$ cat src/rtl/tictactoe_game_engine_if.sv
// Bus between the game engine and its neighbours: click/restart/score-clear
// inputs in, board, turn, screen-select and score outputs back.
interface tictactoe_game_engine_if;
  localparam int unsigned SQUARES = 9;
  localparam int unsigned SCORE_W = 6;

  logic [SQUARES-1:0] clicked_square;
  logic               restart;
  logic               reset_score;
  logic [SQUARES-1:0] x_matrix;
  logic [SQUARES-1:0] o_matrix;
  logic               turn_x;
  logic               turn_o;
  logic               show_start;
  logic               show_playing;
  logic               show_winner_x;
  logic               show_winner_o;
  logic               show_tie;
  logic [SCORE_W-1:0] score_x;
  logic [SCORE_W-1:0] score_o;

  modport master (
    output clicked_square, restart, reset_score,
    input  x_matrix, o_matrix, turn_x, turn_o,
    input  show_start, show_playing, show_winner_x, show_winner_o, show_tie,
    input  score_x, score_o
  );

  modport slave (
    input  clicked_square, restart, reset_score,
    output x_matrix, o_matrix, turn_x, turn_o,
    output show_start, show_playing, show_winner_x, show_winner_o, show_tie,
    output score_x, score_o
  );
endinterface

$ cat src/rtl/tictactoe_game_engine.sv
// TicTacToe rule engine: owns board, turn, screen selection and scores.
// Moves are accepted on click edges, judged one cycle later in CHECK.
module tictactoe_game_engine #(
  parameter int unsigned SCORE_MAX = 63
) (
  input  logic                    clk_100MHz,
  input  logic                    reset,
  tictactoe_game_engine_if.slave  bus
);
  localparam int unsigned SQUARES = 9;
  localparam int unsigned SCORE_W = 6;
  localparam int unsigned SHOW_W  = 5;

  typedef enum logic [2:0] {
    ST_START,
    ST_PLAY,
    ST_CHECK,
    ST_WIN_X,
    ST_WIN_O,
    ST_TIE
  } state_t;

  // show vector order: {start, playing, winner_x, winner_o, tie}
  localparam logic [SHOW_W-1:0] SHOW_START = SHOW_W'(5'b10000);
  localparam logic [SHOW_W-1:0] SHOW_PLAY  = SHOW_W'(5'b01000);
  localparam logic [SHOW_W-1:0] SHOW_WX    = SHOW_W'(5'b00100);
  localparam logic [SHOW_W-1:0] SHOW_WO    = SHOW_W'(5'b00010);
  localparam logic [SHOW_W-1:0] SHOW_TIE   = SHOW_W'(5'b00001);

  state_t             state_q, state_d;
  logic [SQUARES-1:0] x_q, x_d, o_q, o_d;
  logic               turn_x_q, turn_x_d, turn_o_q;
  logic               starter_x_q, starter_x_d;
  logic [SCORE_W-1:0] score_x_q, score_x_d, score_o_q, score_o_d;
  logic [SHOW_W-1:0]  show_q, show_d;
  logic               click_prev_q, restart_prev_q, post_reset_q;

  logic               click_any_c, click_edge_c, restart_edge_c;
  logic               single_c, empty_c, legal_c;
  logic [SQUARES-1:0] mover_c;

  function automatic logic has_line(input logic [SQUARES-1:0] m);
    return (m[0] & m[1] & m[2]) | (m[3] & m[4] & m[5]) | (m[6] & m[7] & m[8]) |
           (m[0] & m[3] & m[6]) | (m[1] & m[4] & m[7]) | (m[2] & m[5] & m[8]) |
           (m[0] & m[4] & m[8]) | (m[2] & m[4] & m[6]);
  endfunction

  function automatic logic [SCORE_W-1:0] sat_inc(input logic [SCORE_W-1:0] s);
    return (s >= SCORE_W'(SCORE_MAX)) ? s : s + SCORE_W'(1);
  endfunction

  // A click held through reset is absorbed by the post-reset cycle.
  assign click_any_c    = |bus.clicked_square;
  assign click_edge_c   = click_any_c & ~click_prev_q & ~post_reset_q;
  assign restart_edge_c = bus.restart & ~restart_prev_q;
  assign single_c       = click_any_c &
                          ((bus.clicked_square & (bus.clicked_square - SQUARES'(1))) == '0);
  assign empty_c        = ((x_q | o_q) & bus.clicked_square) == '0;
  assign legal_c        = click_edge_c & single_c & empty_c;
  assign mover_c        = turn_x_q ? x_q : o_q;

  // Next-state and next-value logic for the whole engine.
  always_comb begin
    state_d     = state_q;
    x_d         = x_q;
    o_d         = o_q;
    turn_x_d    = turn_x_q;
    starter_x_d = starter_x_q;
    score_x_d   = score_x_q;
    score_o_d   = score_o_q;
    show_d      = SHOW_START;

    unique case (state_q)
      ST_START: begin
        x_d         = '0;
        o_d         = '0;
        turn_x_d    = 1'b1;
        starter_x_d = 1'b1;
        if (click_edge_c || restart_edge_c) state_d = ST_PLAY;
      end
      ST_PLAY: begin
        if (restart_edge_c) begin
          x_d      = '0;
          o_d      = '0;
          turn_x_d = starter_x_q;
        end else if (legal_c) begin
          if (turn_x_q) x_d = x_q | bus.clicked_square;
          else          o_d = o_q | bus.clicked_square;
          state_d = ST_CHECK;
        end
      end
      ST_CHECK: begin
        if (has_line(mover_c)) begin
          if (turn_x_q) begin
            state_d   = ST_WIN_X;
            score_x_d = sat_inc(score_x_q);
          end else begin
            state_d   = ST_WIN_O;
            score_o_d = sat_inc(score_o_q);
          end
        end else if ((x_q | o_q) == {SQUARES{1'b1}}) begin
          state_d = ST_TIE;
        end else begin
          turn_x_d = ~turn_x_q;
          state_d  = ST_PLAY;
        end
      end
      ST_WIN_X, ST_WIN_O, ST_TIE: begin
        if (restart_edge_c) begin
          x_d         = '0;
          o_d         = '0;
          starter_x_d = ~starter_x_q;
          turn_x_d    = ~starter_x_q;
          state_d     = ST_PLAY;
        end
      end
      default: state_d = ST_START;
    endcase

    if (bus.reset_score) begin
      score_x_d = '0;
      score_o_d = '0;
    end

    unique case (state_d)
      ST_START:          show_d = SHOW_START;
      ST_PLAY, ST_CHECK: show_d = SHOW_PLAY;
      ST_WIN_X:          show_d = SHOW_WX;
      ST_WIN_O:          show_d = SHOW_WO;
      ST_TIE:            show_d = SHOW_TIE;
      default:           show_d = SHOW_START;
    endcase
  end

  // State and output registers.
  always_ff @(posedge clk_100MHz) begin
    if (reset) begin
      state_q        <= ST_START;
      x_q            <= '0;
      o_q            <= '0;
      turn_x_q       <= 1'b1;
      turn_o_q       <= 1'b0;
      starter_x_q    <= 1'b1;
      score_x_q      <= '0;
      score_o_q      <= '0;
      show_q         <= SHOW_START;
      click_prev_q   <= 1'b0;
      restart_prev_q <= 1'b0;
      post_reset_q   <= 1'b1;
    end else begin
      state_q        <= state_d;
      x_q            <= x_d;
      o_q            <= o_d;
      turn_x_q       <= turn_x_d;
      turn_o_q       <= ~turn_x_d;
      starter_x_q    <= starter_x_d;
      score_x_q      <= score_x_d;
      score_o_q      <= score_o_d;
      show_q         <= show_d;
      click_prev_q   <= click_any_c;
      restart_prev_q <= bus.restart;
      post_reset_q   <= 1'b0;
    end
  end

  assign bus.x_matrix      = x_q;
  assign bus.o_matrix      = o_q;
  assign bus.turn_x        = turn_x_q;
  assign bus.turn_o        = turn_o_q;
  assign bus.show_start    = show_q[4];
  assign bus.show_playing  = show_q[3];
  assign bus.show_winner_x = show_q[2];
  assign bus.show_winner_o = show_q[1];
  assign bus.show_tie      = show_q[0];
  assign bus.score_x       = score_x_q;
  assign bus.score_o       = score_o_q;
endmodule

$ cat src/flat_wrapper.sv
// flat-port wrapper written by rule: the top's interface ports become plain ports
module tictactoe_game_engine_flat 
#(
  parameter int unsigned SCORE_MAX = 63
)
  (clk_100MHz, reset, bus_clicked_square, bus_restart, bus_reset_score, bus_x_matrix, bus_o_matrix, bus_turn_x, bus_turn_o, bus_show_start, bus_show_playing, bus_show_winner_x, bus_show_winner_o, bus_show_tie, bus_score_x, bus_score_o);
  tictactoe_game_engine_if bus_i ();
  input  logic clk_100MHz;
  input  logic reset;
  input wire logic [$bits(bus_i.clicked_square)-1:0] bus_clicked_square;
  input wire logic [$bits(bus_i.restart)-1:0] bus_restart;
  input wire logic [$bits(bus_i.reset_score)-1:0] bus_reset_score;
  output wire logic [$bits(bus_i.x_matrix)-1:0] bus_x_matrix;
  output wire logic [$bits(bus_i.o_matrix)-1:0] bus_o_matrix;
  output wire logic [$bits(bus_i.turn_x)-1:0] bus_turn_x;
  output wire logic [$bits(bus_i.turn_o)-1:0] bus_turn_o;
  output wire logic [$bits(bus_i.show_start)-1:0] bus_show_start;
  output wire logic [$bits(bus_i.show_playing)-1:0] bus_show_playing;
  output wire logic [$bits(bus_i.show_winner_x)-1:0] bus_show_winner_x;
  output wire logic [$bits(bus_i.show_winner_o)-1:0] bus_show_winner_o;
  output wire logic [$bits(bus_i.show_tie)-1:0] bus_show_tie;
  output wire logic [$bits(bus_i.score_x)-1:0] bus_score_x;
  output wire logic [$bits(bus_i.score_o)-1:0] bus_score_o;
  assign bus_i.clicked_square = bus_clicked_square;
  assign bus_i.restart = bus_restart;
  assign bus_i.reset_score = bus_reset_score;
  assign bus_x_matrix = bus_i.x_matrix;
  assign bus_o_matrix = bus_i.o_matrix;
  assign bus_turn_x = bus_i.turn_x;
  assign bus_turn_o = bus_i.turn_o;
  assign bus_show_start = bus_i.show_start;
  assign bus_show_playing = bus_i.show_playing;
  assign bus_show_winner_x = bus_i.show_winner_x;
  assign bus_show_winner_o = bus_i.show_winner_o;
  assign bus_show_tie = bus_i.show_tie;
  assign bus_score_x = bus_i.score_x;
  assign bus_score_o = bus_i.score_o;
  tictactoe_game_engine #(.SCORE_MAX(SCORE_MAX)) u_core (.clk_100MHz(clk_100MHz), .reset(reset), .bus(bus_i));
endmodule
$ cat config.mk
export PLATFORM = sky130hd
export DESIGN_NAME = tictactoe_game_engine_flat
export DESIGN_NICKNAME = d
export VERILOG_FILES = /design/src/rtl/tictactoe_game_engine_if.sv /design/src/rtl/tictactoe_game_engine.sv /design/src/flat_wrapper.sv
export SDC_FILE = /design/constraint.sdc
export NUM_CORES = 1
export LEC_CHECK = 0
export BUFFER_PORTS_ARGS = -buffer_cell sky130_fd_sc_hd__buf_2
export CAP_MARGIN = 20
export CORE_MARGIN = 2
export CORE_UTILIZATION = 50
export CTS_BUF_LIST = sky130_fd_sc_hd__clkbuf_2
export DETAILED_ROUTE_END_ITERATION = 16
export HOLD_SLACK_MARGIN = 0.1
export MAX_ROUTING_LAYER = met4
export PLACE_DENSITY_LB_ADDON = 0.3
export SYNTH_ARGS = -nofsm -noshare
export SYNTH_HDL_FRONTEND = slang
export SYNTH_SLANG_ARGS = --single-unit
$ cat constraint.sdc
create_clock -name clk_100MHz -period 2 [get_ports clk_100MHz]
set_input_delay 0.2 -clock clk_100MHz [delete_from_list [all_inputs] [get_ports clk_100MHz]]
set_output_delay 0.2 -clock clk_100MHz [all_outputs]
set_load 0.01 [all_outputs]
# Word-level counts from Yosys, hierarchy flattened
# Index checks and enable logic that the tools add are counted.
# totals
inputBits	13
word_cells	116
regBits	44
# classes
n_mux	27
n_reduce_logical	15
n_eq_ne	15
order_cmp	2
bitwise	42
addsub	3
# ops
cell	n
9-bit 2-to-1 mux	8
9-bit one-hot mux with 3 select lines	2
9-bit OR	3
1-bit bitwise AND	22
3-bit 2-to-1 mux	7
5-bit one-hot mux with 4 select lines	1
9-bit bitwise AND	2
9-bit zero test	2
4-bit AND reduction	4
6-bit by 1-bit adder with 6-bit output, second input constant	2
3-bit by 2-bit equality test with 1-bit output, second input constant	4
3-bit equality test, second input constant	4
6-bit >= comparator, second input constant	2
3-bit one-hot mux with 4 select lines	1
9-bit equality test, second input constant	1
9-bit OR reduction	1
9-bit by 1-bit subtractor with 9-bit output, second input constant	1
1-bit NOT	8
1-bit OR	7
3-bit by 1-bit equality test with 1-bit output, second input constant	2
1-bit 2-to-1 mux	6
3-bit by 1-bit != test with 1-bit output, second input constant	2
1-bit one-hot mux with 4 select lines	1
2-bit OR reduction	2
other kinds (9)	9

# Longest topological paths before layout
# logic_depth
word_depth	15
ltp_mapped	8
depth_no_buf	7

# Worst setup path after synthesis
# No wires, ideal clock.
# synth_timing
path_kind	flip-flop to flip-flop
startpoint	reg u_core.x_q[3], in the netlist u_core.bus.x_matrix[3]
endpoint	reg u_core.o_q[0], in the netlist u_core.bus.o_matrix[0]
stages_incl_launch_ff	7
required_time_ns	1.940
path_buffers	0
arrival_time_ns	1.857
setup_slack_ns	0.083
path_cell_list	dfxtp_1 or4_1 o21ai_0 and4b_1 o2111ai_2 nor3_4 a22o_1
# synth_via
elab_chain_len	6
# synth_rtl
element	line_no	text
start, declared	tictactoe_game_engine.sv:31	logic [SQUARES-1:0] x_q, x_d, o_q, o_d;
start signal, assigned	tictactoe_game_engine.sv:139	x_q <= '0;
start signal, assigned	tictactoe_game_engine.sv:152	x_q <= x_d;
9-bit OR	tictactoe_game_engine.sv:58	assign empty_c = ((x_q | o_q) & bus.clicked_square) == '0;
9-bit bitwise AND	tictactoe_game_engine.sv:58	
9-bit zero test	tictactoe_game_engine.sv:58	
1-bit bitwise AND	tictactoe_game_engine.sv:59	assign legal_c = click_edge_c & single_c & empty_c;
3-bit by 1-bit != test with 1-bit output (no line)	n/a	
4-bit AND reduction (no line)	n/a	
end signal, assigned	tictactoe_game_engine.sv:140	o_q <= '0;
end signal, assigned	tictactoe_game_engine.sv:153	o_q <= o_d;
end, declared	tictactoe_game_engine.sv:31	
# No other way between the ends.
# A chain may end at the register's enable or synchronous reset.

# Worst setup path after layout
# layout_timing
startpoint	reg u_core.x_q[3], in the netlist u_core.bus.x_matrix[3]
endpoint	reg u_core.x_q[8], in the netlist u_core.bus.x_matrix[8]
# layout_via
elab_chain_len	6
# layout_rtl
element	line_no
9-bit OR	tictactoe_game_engine.sv:58
9-bit bitwise AND	tictactoe_game_engine.sv:58
9-bit zero test	tictactoe_game_engine.sv:58
1-bit bitwise AND	tictactoe_game_engine.sv:59
3-bit by 1-bit != test with 1-bit output (no line)	n/a
4-bit AND reduction (no line)	n/a
# No other way between the ends.

==> impl_metrics.env <==
export IMPL_status="finished, violations left"
export IMPL_violations="negative setup slack"
export IMPL_die_x_um=69.3
export IMPL_slew_limit_headroom_pct=65.8
export IMPL_fin_nets=372
export IMPL_grt_overflow=0
export IMPL_place_hpwl_um=4550
export IMPL_worstReg2RegEnd="u_core.bus.x_matrix[8]"
export IMPL_synth_area_um2=2130
export IMPL_antenna_found_initial=0
export IMPL_antenna_left=0
export IMPL_synth_compound_area_share_pct=25.8
export IMPL_r2r_setup_slack_ns=-0.09
export IMPL_io_buffers=49
export IMPL_core_um2=4060
export IMPL_areaGrowthSynthToFinish_pct=49.8
export IMPL_synth_avg_cell_area_um2=8.70
export IMPL_grt_usage_pct=27.0
export IMPL_synth_simple_gate_area_share_pct=25.0
export IMPL_tightest_slew_ns=0.507
export IMPL_startpoint="u_core.bus.x_matrix[3]"
export IMPL_vias_per_cell=6.45
export IMPL_first_global_vias=2153
export IMPL_drive_gt1_share_pct=43.3
export IMPL_syn_nets=260
export IMPL_worst_endpoint_arrival_ns=2.48
export IMPL_via_count=2631
export IMPL_fin_skew_ns=0.0265
export IMPL_clk_pin_slew_worst_paths_ns=0.24
export IMPL_synth_edff_count=0
export IMPL_critPathLaunchType="flop"
export IMPL_clock_path_buffers=2
export IMPL_htree_levels=2
export IMPL_die_area_um2=4800
export IMPL_p_leak_nw=1.40
export IMPL_critPathMaxFanout=6
export IMPL_numClockSinks=44
export IMPL_avgRoutedWirePerCell_um=18.8
export IMPL_cts_root_buf="clkbuf_2"
export IMPL_setup_slack_ns=-0.0904
export IMPL_synth_most_common_cell="dfxtp_1"
export IMPL_async_reset_ff_share_pct=0
export IMPL_ys_flop_type="dfxtp_1"
export IMPL_cap_violations=0
export IMPL_rsz0062_at_grt="true"
export IMPL_hold_path_class="input pin to flop"
export IMPL_synthMuxAreaShare_pct=1.47
export IMPL_yosys_warnings=0
export IMPL_syn_inst=245
export IMPL_fp_dieH_um=69.3
export IMPL_final_util_pct=78.7
export IMPL_reg2reg_depth=7
export IMPL_clk_latency_ns=0.43
export IMPL_synthAdderAreaFrac_pct=1.17
export IMPL_yosys_top_cells_count="dfxtp_1, nor2_1, nand2_1"
export IMPL_critical_path_class="flop to flop"
export IMPL_power_density_nw_per_um2=492
export IMPL_achievable_frequency_mhz=478
export IMPL_fillCellCount=266
export IMPL_synth_seq_cells=44
export IMPL_place_gp_congestion=0.958
export IMPL_drtIter0Drc=356
export IMPL_synth_xor_area_share_pct=1.64
export IMPL_critPathSlowestCell="or4_4"
export IMPL_holdWs_ns=0.145
export IMPL_synth_top_family_by_area="compound AO/OA/AOI/OAI gates"
export IMPL_vdd_ir_drop_max_uv=423
export IMPL_ioPinCount=50
export IMPL_layout_worst_path_cycle_share_pct=105
export IMPL_finalCriticalPeriod_ns=2.09
export IMPL_synth_top_cell_area_share_pct=41.3
export IMPL_cts_made_buffers=5
export IMPL_finalHoldViolCount=0
export IMPL_setup_worst_path_end="u_core.bus.x_matrix[8]"
export IMPL_antennaDiodeCount=0
export IMPL_endpoint_kind="flop"
export IMPL_synth_area_leaders="dfxtp_1, a22o_1, nor2_1"
export IMPL_fp_row_count=23
export IMPL_cts_tree="yes"
export IMPL_grt_first_pass_wirelength_um=10300
export IMPL_yosys_area_top_type="dfxtp_1"
export IMPL_setup_violations=21
export IMPL_slowest_delay_ns=0.52
export IMPL_drc_errors=0
export IMPL_slew_viol_final=0
export IMPL_rr_startpoint="u_core.bus.x_matrix[3]"
export IMPL_crit_required_ns=2.39
export IMPL_cp_cell_sequence="or4_4 -> o21ai_2 -> and4b_2 -> o2111ai_4 -> nor3_4 -> buf_6 -> a22o_1"
export IMPL_wl_um=7650
export IMPL_grt_max_degree=19
export IMPL_yosysSeqAreaShare_pct=41.3
export IMPL_start_util_pct=52.5
export IMPL_firstDrtPassIters=7
export IMPL_synthDistinctLibCells=50
-- flip-flops by register name, indices dropped and copies added, names as in the netlist --
signal                 cells
u_core.bus.o_matrix        9
u_core.bus.x_matrix        9
u_core.bus.score_o         6
u_core.bus.score_x         6
u_core.show_q              5
u_core.state_q             3
u_core.bus.turn_o          1
u_core.bus.turn_x          1
u_core.click_prev_q        1
u_core.post_reset_q        1
u_core.restart_prev_q      1
u_core.starter_x_q         1
-- kinds of logic after synthesis --
kind of cell	Yosys count
XOR/XNOR	4
flip-flops	44
AO/OA/AOI/OAI	77
buffers and inverters	17
multiplexers	3
AND/OR/NAND/NOR	98
adder cells (fa/ha/maj)	2
-- worst min path at each step --
| stage | from | end | cells after the start |
|---|---|---|---|
| 3_3_place_gp | bus_restart | u_core.restart_prev_q | 2 |
| 2_1_floorplan | reset | u_core.post_reset_q | 0 |
| 6_report | bus_clicked_square[4] | u_core.bus.o_matrix[4] | 3 |
| 5_1_grt | bus_clicked_square[7] | u_core.bus.x_matrix[7] | 3 |
| 3_5_place_dp | bus_restart | u_core.restart_prev_q | 2 |
| 4_1_cts | bus_clicked_square[4] | u_core.bus.o_matrix[4] | 3 |
-- worst max-delay path: cells and delay by family (launching register included) --
kind | cells | cell delay, ns
simple gates | 3 | 1.04
compound gates | 3 | 0.50
flops | 1 | 0.37
buf+inv | 1 | 0.16
-- cells in the final DEF, fill, tap and decap left out, drive strengths merged, types with 2 or more instances in the layout --
cell and count:
a21oi 14, a22o 18, a22oi 8, a31o 2, a31oi 2, and2 2
and3 3, and4 2, and4b 2, buf 106, clkbuf 6, dfxtp 44
dlygate4sd3 6, ha 2, inv 9, mux2i 2, nand2 21, nand2b 2
nand3 5, nand4 4, nor2 26, nor2b 4, nor3 11, nor4 4
o21ai 15, o22ai 3, o311ai 2, o32ai 4, o41ai 4, or2 2
or3 7, or4 2, xnor2 4
-- timing repair --
action / 4_1_cts / 5_1_grt
buffers inserted: 2 / 6
gates resized for setup: 13 / 30
pin swaps: 5 / 4
setup endpoints to repair: 36 / 39
hold endpoints to repair: 8 / 0
hold buffers: 6 / 0
cloned: 0 / 1
-- cell type report --
cell class | instances | area, µm² | share of cell area, %
clock buffer | 6 | 30.0 | 0.940
timing repair buffer | 112 | 753 | 23.6
tap | 50 | 62.6 | 1.96
multi-input combinational | 185 | 1390 | 43.4
inverter | 9 | 33.8 | 1.06
clock inverter | 2 | 35.0 | 1.10
sequential | 44 | 893 | 28.0
-- metal layers --
metal  global-route usage, %  vias up  wire [µm]
li1                        -     1158          -
met1                    34.8     1222       2950
met2                    40.4      202       3530
met3                    6.83       49        778
met4                    11.5        0        392
met5                       -        -          0
-- power by group --
part | total (mW) | switching, mW | internal, mW
clock network | 0.510 | 0.295 | 0.215
logic | 0.164 | 0.0954 | 0.0686
registers | 0.898 | 0.00932 | 0.888
total | 1.57 | 0.399 | 1.17
-- metrics by stage --
stage | total power, mW | setup WS, ns | cell area, µm² | cells | setup TNS, ns
floorplan | 0.976 | 0.0833 | 2130 | 245 | 0
global placement | 1.04 | -0.138 | 2780 | 385 | -3.20
finish | 1.57 | -0.0904 | 3190 | 408 | -1.18
global route | 1.62 | -0.173 | 3190 | 408 | -3.29
CTS | 1.55 | -0.0896 | 2990 | 401 | -1.13
detailed placement | 1.05 | -0.239 | 2780 | 385 | -5.01
Note: power is estimated with default switching activity, not from simulation.
